### src/rtl/decode_sram_sequencer.sv
// Decode flow sequencer: UART load, M2, M1, then VGA display.
// Owns the single-port SRAM grant and each unit's enable strobes.
module decode_sram_sequencer #(
    parameter int ADDR_W         = 18,
    parameter int DATA_W         = 16,
    parameter int TIMEOUT_CYCLES = 50000000,
    parameter int M2_LAST_ADDR   = 76799,
    parameter int M1_LAST_ADDR   = 262143
) (
    input  logic              CLOCK_50_I,
    input  logic              resetn,
    input  logic              start_pb,
    input  logic              uart_rx_line,
    input  logic [ADDR_W-1:0] uart_addr,
    input  logic [DATA_W-1:0] uart_wdata,
    input  logic              uart_we_n,
    output logic              uart_init,
    output logic              uart_en,
    input  logic [ADDR_W-1:0] m2_addr,
    input  logic [DATA_W-1:0] m2_wdata,
    input  logic              m2_we_n,
    output logic              m2_en,
    input  logic [ADDR_W-1:0] m1_addr,
    input  logic [DATA_W-1:0] m1_wdata,
    input  logic              m1_we_n,
    output logic              m1_en,
    input  logic [ADDR_W-1:0] vga_addr,
    output logic              vga_en,
    output logic [ADDR_W-1:0] sram_addr,
    output logic [DATA_W-1:0] sram_wdata,
    output logic              sram_we_n,
    output logic [2:0]        state_o,
    output logic              done
);

    typedef enum logic [2:0] {
        S_IDLE      = 3'd0,
        S_UART_ARM  = 3'd1,
        S_UART_WAIT = 3'd2,
        S_M2_RUN    = 3'd3,
        S_M1_RUN    = 3'd4
    } state_t;

    localparam logic [25:0]       T_LAST  = 26'(TIMEOUT_CYCLES - 1);
    localparam logic [ADDR_W-1:0] M2_LAST = ADDR_W'(M2_LAST_ADDR);
    localparam logic [ADDR_W-1:0] M1_LAST = ADDR_W'(M1_LAST_ADDR);

    state_t      state;
    logic [25:0] timer;

    assign state_o = state;

    always_ff @(posedge CLOCK_50_I or negedge resetn) begin
        if (!resetn) begin
            state     <= S_IDLE;
            timer     <= '0;
            vga_en    <= 1'b1;
            m1_en     <= 1'b0;
            m2_en     <= 1'b0;
            uart_init <= 1'b0;
            uart_en   <= 1'b0;
            done      <= 1'b0;
        end else begin
            uart_init <= 1'b0;
            uart_en   <= 1'b0;
            done      <= 1'b0;
            unique case (state)
                S_IDLE: begin
                    timer  <= '0;
                    vga_en <= 1'b1;
                    if (!uart_rx_line || start_pb) begin
                        uart_init <= 1'b1;
                        vga_en    <= 1'b0;
                        state     <= S_UART_ARM;
                    end
                end
                S_UART_ARM: begin
                    timer   <= '0;
                    uart_en <= 1'b1;
                    state   <= S_UART_WAIT;
                end
                S_UART_WAIT: begin
                    // End of file: the line has gone quiet after real data
                    if (!uart_we_n || uart_init)
                        timer <= '0;
                    else if (timer != '1)
                        timer <= timer + 26'd1;
                    if (uart_we_n && timer == T_LAST && uart_addr != '0) begin
                        uart_init <= 1'b1;
                        m2_en     <= 1'b1;
                        state     <= S_M2_RUN;
                    end
                end
                S_M2_RUN: begin
                    timer <= '0;
                    if (!m2_we_n && m2_addr == M2_LAST) begin
                        m2_en <= 1'b0;
                        m1_en <= 1'b1;
                        state <= S_M1_RUN;
                    end
                end
                S_M1_RUN: begin
                    timer <= '0;
                    if (!m1_we_n && m1_addr == M1_LAST) begin
                        m1_en  <= 1'b0;
                        vga_en <= 1'b1;
                        done   <= 1'b1;
                        state  <= S_IDLE;
                    end
                end
                default: begin
                    timer <= '0;
                    state <= S_IDLE;
                end
            endcase
        end
    end

    always_comb begin
        sram_addr  = vga_addr;
        sram_wdata = uart_wdata;
        sram_we_n  = 1'b1;
        unique case (state)
            S_UART_ARM, S_UART_WAIT: begin
                sram_addr  = uart_addr;
                sram_wdata = uart_wdata;
                sram_we_n  = uart_we_n;
            end
            S_M2_RUN: begin
                sram_addr  = m2_addr;
                sram_wdata = m2_wdata;
                sram_we_n  = m2_we_n;
            end
            S_M1_RUN: begin
                sram_addr  = m1_addr;
                sram_wdata = m1_wdata;
                sram_we_n  = m1_we_n;
            end
            default: ;
        endcase
    end

endmodule

### config.mk
export PLATFORM = sky130hd
export DESIGN_NAME = decode_sram_sequencer
export DESIGN_NICKNAME = d
export VERILOG_FILES = /design/src/rtl/decode_sram_sequencer.sv
export SDC_FILE = /design/constraint.sdc
export NUM_CORES = 1
export LEC_CHECK = 0
export BUFFER_PORTS_ARGS = -buffer_cell sky130_fd_sc_hd__buf_2
export CORE_UTILIZATION = 46
export CTS_CLUSTER_SIZE = 10
export DETAILED_ROUTE_END_ITERATION = 16
export PLACE_DENSITY_LB_ADDON = 0.08
export RECOVER_POWER = 50
export SYNTH_ARGS = -nofsm -noshare
export SYNTH_HDL_FRONTEND = slang
export SYNTH_SLANG_ARGS = --single-unit
### constraint.sdc
create_clock -name CLOCK_50_I -period 2.22 [get_ports CLOCK_50_I]
set_input_delay 0 -clock CLOCK_50_I [delete_from_list [all_inputs] [get_ports CLOCK_50_I]]
set_output_delay 0 -clock CLOCK_50_I [all_outputs]
set_load 0.03 [all_outputs]
==> metrics.yaml, run 1 <==
timing:
  worst_pin_slew_ns: 0.748
  max_freq_ghz: 0.489
  fin_worst_skew_ns: 0.00972
  setup_viol: 0
  rsz0062_at_grt: "false"
  period_share: 0.921
  hold_viol: 0
  min_period_ns: 2.05
  setup_ws_ns: 0.174
  fin_tns_setup_ns: 0
  max_slew_margin: 0.501
  maxSlewViolCount: 0
placement:
  gp_congestion: 0.847
  pre_cts_slack_ns: 0.246
  place_area_sq_mm: 0.00416
  post-place-cells: 671
  io_buffers: 170
  dp_hpwl_um: 8060
finish:
  stdcell_count: 680
  final_area_sq_mm: 0.00425
  layout.nets: 711
  drive_gt1_frac: 0.320
  synthToLayoutAreaGrowth_pct: 31.0
  diodes: 0
  final_util: 0.625
die:
  io_pins: 171
  die_x_um: 85.9
  core_area_sq_mm: 0.00679
  start_util: 0.477
  rows: 30
  die_y_um: 85.9
  fp.dieArea_sq_mm: 0.00738
clock_network:
  htree_levels: 2
  clock_latency_ns: 0.29
  clockBufferDepth: 2
  clk_pin_slew_worst_paths_ns: 0.06
  root_buffer: "clkbuf_8"
  clock_sink_count: 35
  numCtsBuffers: 5
  cts_tree: "done"
  cts_setup_buffers: 0
power_and_ir_drop:
  switchingPower_mw: 0.435
  power_switching_share: 0.294
  cell_internal_pwr_mw: 1.05
  p_seq_frac: 0.438
  pwr-share-comb: 0.240
  peakVddDrop_uv: 214
  power.density_mw_per_mm2: 349
  p_clk_frac: 0.322
  p_leak_nw: 1.89
setup_path:
  cp-start-kind: "register"
  cp-end-kind: "primary output"
  path_max_fanout: 24
  critPathKind: "register to primary output"
  required_ns: 2.22
  reg2reg_slack_ns: 0.20
  crit_start: "state_o[0]"
  worstPathArrival_ns: 2.05
  r2r.worst_path.cells: 6
  crit_path_end: "sram_addr[1]"
  reg2reg_to: "timer[20]"
  rr_startpoint: "timer[0]"
route:
  wirelength_um: 10500
  m1WireLength_um: 4430
  drtAntennaViolNets: 0
  met2WireLength_um: 5380
  top_layer: "met4"
  drc: 0
  vias_per_cell: 5.68
  post_drt_wl_per_cell_um: 15.4
  drt_iter0_drc: 199
  route.vias.total: 3864
  dr_wl_met3_um: 547
  firstDrtPassIters: 4
synth:
  syn_avg_cell_area_sq_um: 7.64
  ys_warn_count: 0
  netlist_top_cells_area: "dfrtp_1, mux2i_1, a21oi_1, nand2_1, a211oi_1"
  synth-edff-count: 0
  synth_top_area_share: 0.263
  ys_seq_area_frac: 0.271
  netlist_area_sq_mm: 0.00324
  async_reset_ff_frac: 1.00
  syn_nets: 552
  synthDistinctLibCells: 47
  synth_flop_cell: "dfrtp_1"
  ys_ff_latch: 35
  yosysTopAreaCell: "dfrtp_1"
  syn-instance-count: 424
global_routing:
  grt_pass1_vias: 3595
  antenna_found_initial: 0
  grt_pass1_wl_um: 16800
  gr-total-overflow: 0
  grt_usage: 0.280
  grt_max_degree: 45
hold_path:
  hold_class: "primary input to register"
outcome:
  outcome: "finished, final reports clean"
flow_run:
  cap_violations: 0
-- layout make-up --
class                           instances  area (sq um)
Tap cell                               96           120
Clock buffer                            7          86.3
Inverter                                6          22.5
Fill cell                             632          2550
Sequential cell                        35           878
Clock inverter                          1          5.00
Timing Repair Buffer                  182           930
Multi-Input combinational cell        353          2200
-- stage by stage --
step | total power, mW | hold WS [ns]
6_report | 1.48 | 0.0719
4_1_cts | 1.49 | 0.0376
3_3_place_gp | 1.01 | 0.116
5_1_grt | 1.55 | 0.0915
2_1_floorplan | 0.821 | -0.296
3_5_place_dp | 1.01 | 0.111
-- repair_timing --
action	4_1_cts	5_1_grt
hold buffers	1	0
endpoints found under the setup margin	0	16
endpoints found under the hold margin	34	0
resized for setup	0	1
-- layer usage --
layer,GRT usage,vias up
met4,0.0576,0
met1,0.337,1817
met2,0.515,121
li1,-,1913
met5,0,-
met3,0.0549,13
-- cells by family (layout without fill, tap and decap cells) --
group,Yosys count,count (layout),share of synthesized area
multiplexers,38,38,0.117
adder cells (fa/ha/maj),1,1,0.00386
XOR/XNOR,3,3,0.00811
flip-flops,35,35,0.271
AND/OR/NAND/NOR,190,190,0.324
AO/OA/AOI/OAI,121,121,0.226
buffers and inverters,36,196,0.0498
-- critical path, cell delays in order (launching register included) --
cell	delay, ns
dfrtp_2	0.44
clkbuf_2	0.36
nor2b_1	0.21
a211oi_1	0.06
a21oi_1	0.16
nor2_1	0.06
a21oi_1	0.14
clkbuf_1	0.33
-- power groups by stage --
stage | registers [mW] | logic, mW | clock network, mW
after floorplan | 0.659 | 0.162 | 0
after global placement | 0.659 | 0.348 | 0
after detailed placement | 0.660 | 0.353 | 0
after CTS | 0.648 | 0.356 | 0.481
after global routing | 0.648 | 0.390 | 0.513
final | 0.648 | 0.356 | 0.477
-- worst min-delay path by stage --
| stage | cells past startpoint | from | endpoint | slack, ns |
|---|---|---|---|---|
| CTS | 4 | uart_rx_line | uart_init | 0.04 |
| global route | 4 | uart_rx_line | uart_init | 0.09 |
| floorplan | 0 | resetn | done | -0.30 |
| finish | 3 | m1_addr[14] | done | 0.07 |
| detailed placement | 1 | resetn | timer[16] | 0.11 |
| global placement | 1 | resetn | timer[16] | 0.12 |
-- layout by cell type, fill, tap and decap left out, drive strengths merged, types with 2 or more instances in the layout --
master,n
buf,170
nand2,56
a21oi,51
mux2i,38
dfrtp,34
nor2,27
o21ai,21
a211oi,19
nor2b,18
clkbuf,18
a22oi,16
nand4,13
nand3,13
or3,12
nor4,12
nor3,9
or4,8
inv,6
o31ai,5
and4,4
nand4b,3
o21a,3
xor2,3
nand2b,2
nor4bb,2
nand4bb,2
a32o,2
and4b,2
and3,2
a31oi,2
and2,2
-- registers in the layout, indices dropped and copies added, names as in the netlist --
| name | count |
|---|---|
| done | 1 |
| m1_en | 1 |
| m2_en | 1 |
| state_o | 3 |
| timer | 26 |
| uart_en | 1 |
| uart_init | 1 |
| vga_en | 1 |
-- Yosys cell counts (3+ instances only) --
master and instances:
nand2_1 55, a21oi_1 51, mux2i_1 38, dfrtp_1 34, nor2_1 27, clkbuf_1 20, o21ai_0 20, a211oi_1 19
nor2b_1 18, a22oi_1 16, nand3_1 13, nand4_1 13, or3_1 12, nor4_1 10, nor3_1 8, or4_1 8
inv_1 6, o31ai_1 5, and4_1 3, buf_2 3, buf_4 3, nand4b_1 3, o21a_1 3, xor2_1 3
(Power assumes the default switching activity.)
==> inputs of run 2 (changes only) <==
--- a/config.mk
+++ b/config.mk
@@ -6,9 +6,10 @@
 export NUM_CORES = 1
 export LEC_CHECK = 0
 export BUFFER_PORTS_ARGS = -buffer_cell sky130_fd_sc_hd__buf_2
-export CORE_UTILIZATION = 46
+export CORE_UTILIZATION = 33
 export CTS_CLUSTER_SIZE = 10
 export DETAILED_ROUTE_END_ITERATION = 16
+export MAX_ROUTING_LAYER = met4
 export PLACE_DENSITY_LB_ADDON = 0.08
 export RECOVER_POWER = 50
 export SYNTH_ARGS = -nofsm -noshare
==> metrics.yaml, run 2 (same netlist as run 1, synthesis figures left out) <==
outcome:
  outcome: "finished, final reports clean"  # unchanged
power_and_ir_drop:
  p_clk_frac: 0.340  # was 0.322
  switchingPower_mw: 0.447  # was 0.435 mW
  power_switching_share: 0.293  # was 0.294
  pwr-share-comb: 0.235  # was 0.240
  p_seq_frac: 0.424  # was 0.438
  p_leak_nw: 1.91  # was 1.89 nW
  cell_internal_pwr_mw: 1.08  # was 1.05 mW
  power.density_mw_per_mm2: 353  # was 349 mW/mm^2
  power_mw: 1.53  # was 1.48 mW
  peakVddDrop_uv: 184  # was 214 uV
finish:
  diodes: 0  # unchanged
  final_common_cell: "buf_2"  # unchanged
  synthToLayoutAreaGrowth_pct: 33.5  # was 31.0%
  mostFrequentLayoutCells: "buf_2, nand2_1, a21oi_1, mux2i_1, dfrtp_1"  # unchanged
  final_util: 0.462  # was 0.625
  drive_gt1_frac: 0.325  # was 0.320
  layout.nets: 714  # was 711
  largest_reg_flops: 26  # unchanged
  top_register: "timer"  # unchanged
setup_path:
  critPathKind: "register to register"  # was register to primary output
  required_ns: 2.44  # was 2.22 ns
  worstPathArrival_ns: 2.26  # was 2.05 ns
  cp-end-kind: "register"  # was primary output
  crit_start: "timer[0]"  # was state_o[0]
  rr_startpoint: "timer[0]"  # unchanged
  path_max_fanout: 11  # was 24
  cp-start-kind: "register"  # unchanged
hold_path:
  hold_class: "primary input to register"  # unchanged
  min_from: "uart_rx_line"  # was m1_addr[14]
global_routing:
  grt_pass1_vias: 3582  # was 3595
  grt_pass1_wl_um: 17200  # was 16800 um
  grt_max_degree: 47  # was 45
  grt_usage: 0.218  # was 0.280
  antenna_found_initial: 0  # unchanged
  gr-total-overflow: 0  # unchanged
clock_network:
  htree_levels: 2  # unchanged
  numCtsBuffers: 5  # unchanged
  clk_pin_slew_worst_paths_ns: 0.07  # was 0.06 ns
  clockBufferDepth: 2  # unchanged
  clock_sink_count: 35  # unchanged
  cts_tree: "done"  # unchanged
  root_buffer: "clkbuf_8"  # unchanged
  clock_latency_ns: 0.29  # about the same
die:
  die_y_um: 101  # was 85.9 um
  die_x_um: 101  # was 85.9 um
  start_util: 0.346  # was 0.477
  core_area_sq_mm: 0.00937  # was 0.00679 sq mm
  fp.dieArea_sq_mm: 0.0102  # was 0.00738 sq mm
  io_pins: 171  # unchanged
  rows: 35  # was 30
route:
  drc: 0  # unchanged
  post_drt_wl_per_cell_um: 15.3  # was 15.4 um
  vias_per_cell: 5.38  # was 5.68
  drtAntennaViolNets: 0  # unchanged
  drt_iter0_drc: 139  # was 199
  wirelength_um: 10900  # was 10500 um
  route.vias.total: 3850  # was 3864
  firstDrtPassIters: 4  # unchanged
timing:
  max_slew_margin: 0.414  # was 0.501
  hold_viol: 0  # unchanged
  min_period_ns: 2.04  # was 2.05 ns
  fin_tns_setup_ns: 0  # unchanged
  period_share: 0.919  # was 0.921
  holdWs_ns: 0.0383  # was 0.0719 ns
  worst_pin_slew_ns: 0.878  # was 0.748 ns
  fin_worst_skew_ns: 0.00433  # was 0.00972 ns
  setup_viol: 0  # unchanged
  maxSlewViolCount: 0  # unchanged
  rsz0062_at_grt: "false"  # unchanged
  max_freq_ghz: 0.490  # was 0.489 GHz
placement:
  io_buffers: 170  # unchanged
  gp_congestion: 0.840  # was 0.847
  dp_hpwl_um: 8620  # was 8060 um
flow_run:
  cap_violations: 0  # unchanged
## run 2: changes by cell type in the layout (fill, tap and decap cells not counted), sizes merged
cell    previous run  this run
clkinv             1         0
buf              170       174
## run 2: worst max-delay path, cell delays in order (launching register included)
cell	delay, ns
dfrtp_1	0.42
ha_1	0.23
and2_0	0.18
and4_1	0.29
nand2_2	0.16
or4_1	0.53
a21oi_1	0.15
## run 2: area by class of cell
cell class	instances	area, sq um
well taps	129	161
fillers	1024	5040
flip-flops and latches	35	878
repair buffers	185	962
clock buffers	8	100
inverters	6	22.5
multi-input cells	353	2200
## run 2: power by group through the flow
stage               combinational (mW)  clock (mW)  sequential [mW]
floorplan                        0.162           0            0.659
global placement                 0.355           0            0.659
detailed placement               0.358           0            0.660
CTS                              0.360       0.525            0.648
global route                     0.392       0.558            0.648
finish                           0.359       0.519            0.648
## run 2: per-layer routing
metal / track usage / share of wire / up-vias
li1: - / - / 1909
met1: 0.262 / 0.43 / 1806
met2: 0.387 / 0.52 / 125
met3: 0.0284 / 0.042 / 10
met4: 0.0457 / 0.011 / 0
met5: - / 0 / -
## run 2: stage by stage
stage          setup WS [ns]  cell area (sq um)  cells
3_3_place_gp           0.310               4220    707
6_report               0.181               4330    716
3_5_place_dp           0.265               4220    707
4_1_cts               0.0994               4330    716
2_1_floorplan          0.176               3240    424
5_1_grt               0.0270               4330    716
## run 2: path summary, 6_finish.rpt
kind,endpoint,slack (ns),cells after the start
max,timer[18],0.18,6
max reg2reg,timer[18],0.18,6
min reg2reg,vga_en,0.49,2
min,uart_init,0.04,4
max in group asynchronous,state_o[0],1.26,2
min in group asynchronous,timer[22],0.36,2
## run 2: what timing repair did
item | 4_1_cts | 5_1_grt
buffers inserted | 0 | 0
gates resized for setup | 0 | 2
hold buffers | 1 | 0
setup endpoints to repair | 0 | 16
hold endpoints to repair | 34 | 0
==> inputs of run 3 (changes only) <==
--- a/config.mk
+++ b/config.mk
@@ -6,7 +6,7 @@
 export NUM_CORES = 1
 export LEC_CHECK = 0
 export BUFFER_PORTS_ARGS = -buffer_cell sky130_fd_sc_hd__buf_2
-export CORE_UTILIZATION = 33
+export CORE_UTILIZATION = 46
 export CTS_CLUSTER_SIZE = 10
 export DETAILED_ROUTE_END_ITERATION = 16
 export MAX_ROUTING_LAYER = met4
==> metrics.yaml, run 3 (same netlist as run 1, synthesis figures left out) <==
route:
  vias_per_cell: 5.70  # was 5.38
  wirelength_um: 10500  # was 10900 um
  route.vias.total: 3875  # was 3850
  firstDrtPassIters: 5  # was 4
  drtAntennaViolNets: 0  # unchanged
  drt_iter0_drc: 143  # was 139
  drc: 0  # unchanged
  post_drt_wl_per_cell_um: 15.4  # was 15.3 um
power_and_ir_drop:
  power_mw: 1.48  # was 1.53 mW
  p_leak_nw: 1.89  # was 1.91 nW
  peakVddDrop_uv: 213  # was 184 uV
  power.density_mw_per_mm2: 349  # was 353 mW/mm^2
clock_network:
  clock_sink_count: 35  # unchanged
  clock_latency_ns: 0.29  # about the same
  clockBufferDepth: 2  # unchanged
  root_buffer: "clkbuf_8"  # unchanged
  numCtsBuffers: 5  # unchanged
  clk_pin_slew_worst_paths_ns: 0.07  # about the same
  cts_setup_buffers: 0  # unchanged
  htree_levels: 2  # unchanged
  cts_tree: "done"  # unchanged
setup_path:
  reg2reg_to: "timer[20]"  # was timer[18]
  critPathKind: "register to register"  # unchanged
  crit_chain: "ha_1 -> and2_0 -> and4_4 -> nand2_2 -> or4_1 -> a21oi_1"  # was ha_1 -> and2_0 -> and4_1 -> nand2_2 -> or4_1 -> a21oi_1
  crit_family: "simple AND/OR/NAND/NOR gates"  # unchanged
  path_max_fanout: 11  # unchanged
  rr_startpoint: "timer[0]"  # unchanged
  required_ns: 2.42  # was 2.44 ns
  worstPathArrival_ns: 2.26  # about the same
  worst-path-buf-inv: 0  # unchanged
  cp_slowest_cell: "or4_1"  # unchanged
  cp_slowest_stage_delay_ns: 0.55  # was 0.53 ns
  reg2reg_slack_ns: 0.16  # was 0.18 ns
  cp-start-kind: "register"  # unchanged
  cp-end-kind: "register"  # unchanged
  r2r.worst_path.cells: 6  # unchanged
finish:
  final_util: 0.625  # was 0.462
  diodes: 0  # unchanged
  largest_reg_flops: 26  # unchanged
  stdcell_count: 680  # was 716
  layout.nets: 711  # was 714
  final_common_cell: "buf_2"  # unchanged
  mostFrequentLayoutCells: "buf_2, nand2_1, a21oi_1, mux2i_1, dfrtp_1"  # unchanged
  top_register: "timer"  # unchanged
  drive_gt1_frac: 0.322  # was 0.325
  num-fill-cells: 632  # was 1024
  seq_area_sq_um: 878  # unchanged
  multi_input_area_sq_mm: 0.00220  # about the same
  synthToLayoutAreaGrowth_pct: 31.1  # was 33.5%
global_routing:
  gr-total-overflow: 0  # unchanged
  grt_usage: 0.288  # was 0.218
  antenna_found_initial: 0  # unchanged
  grt_max_degree: 45  # was 47
  grt_pass1_wl_um: 16800  # was 17200 um
  grt_pass1_vias: 3613  # was 3582
hold_path:
  min_from: "m1_addr[14]"  # was uart_rx_line
  min_path_cells: 3  # was 4
  whs_endpoint: "done"  # was uart_init
  hold_class: "primary input to register"  # unchanged
timing:
  holdWs_ns: 0.0690  # was 0.0383 ns
  worst_pin_slew_ns: 0.761  # was 0.878 ns
  fin_tns_setup_ns: 0  # unchanged
  min_period_ns: 2.06  # was 2.04 ns
  maxSlewViolCount: 0  # unchanged
  fin_worst_skew_ns: 0.00879  # was 0.00433 ns
  rsz0062_at_grt: "false"  # unchanged
  max_slew_margin: 0.492  # was 0.414
  hold_viol: 0  # unchanged
  period_share: 0.926  # was 0.919
  setup_viol: 0  # unchanged
  max_freq_ghz: 0.487  # was 0.490 GHz
flow_run:
  cap_violations: 0  # unchanged
die:
  fp.dieArea_sq_mm: 0.00738  # was 0.0102 sq mm
  die_y_um: 85.9  # was 101 um
  start_util: 0.477  # was 0.346
  io_pins: 171  # unchanged
  core_area_sq_mm: 0.00679  # was 0.00937 sq mm
  die_x_um: 85.9  # was 101 um
  rows: 30  # was 35
placement:
  dp_hpwl_um: 8060  # was 8620 um
  post-place-cells: 671  # was 707
  gp_congestion: 0.861  # was 0.840
  io_buffers: 170  # unchanged
outcome:
  outcome: "finished, final reports clean"  # unchanged
==> run 3: cell count changes in the layout (fill, tap and decap cells not counted), sizes merged <==
cell	before	now
clkinv	0	1
clkbuf	18	17
buf	174	171
==> run 3: where the power goes <==
part / leakage (nW) / switching (mW) / internal, mW / total, mW
clock network: 0.0482 / 0.230 / 0.250 / 0.480
registers: 0.476 / 0.00614 / 0.642 / 0.648
logic: 1.37 / 0.203 / 0.154 / 0.356
total: 1.89 / 0.439 / 1.05 / 1.48
==> run 3: area by class of cell <==
class                   count  area share
repair buffers            182       0.219
multi-input cells         353       0.519
clock inverters             1     0.00118
clock buffers               7      0.0203
well taps                  96      0.0283
inverters                   6     0.00530
flip-flops and latches     35       0.207
==> run 3: worst reg2reg max path: cells and delay by family (launching register included) <==
family	cells	cell delay [ns]
compound gates	1	0.18
flops	1	0.42
simple gates	4	1.13
fa+ha+maj	1	0.24
==> run 3: worst max path at each step <==
stage                           from  slack [ns]            end  cells after the start
after floorplan           state_o[1]        0.18  sram_addr[10]                      5
after global placement      timer[0]        0.33      timer[20]                      6
after detailed placement    timer[0]        0.25      timer[20]                      6
after CTS                 state_o[1]        0.04  sram_wdata[9]                      6
after global routing      state_o[0]        0.07  sram_addr[15]                      7
final                       timer[0]        0.16      timer[20]                      6
==> run 3: layer usage <==
layer  wire length (um)  share of wire  GRT usage  up-vias
met5                  0              0          -        -
met4                127          0.012     0.0591        0
met3                595          0.057     0.0433       12
met2               5400           0.51      0.517      145
met1               4370           0.42      0.341     1808
li1                   -              -          -     1910
==> run 3: repair_timing <==
action,CTS,global route
hold endpoints to repair,34,0
hold buffers,1,0
resized for setup,0,1
endpoints found under the setup margin,0,16
==> run 3: metrics by stage <==
step | instance area (sq um) | setup WS [ns]
2_1_floorplan | 3240 | 0.176
3_3_place_gp | 4160 | 0.330
3_5_place_dp | 4160 | 0.246
4_1_cts | 4260 | 0.0352
5_1_grt | 4250 | 0.0712
6_report | 4250 | 0.165
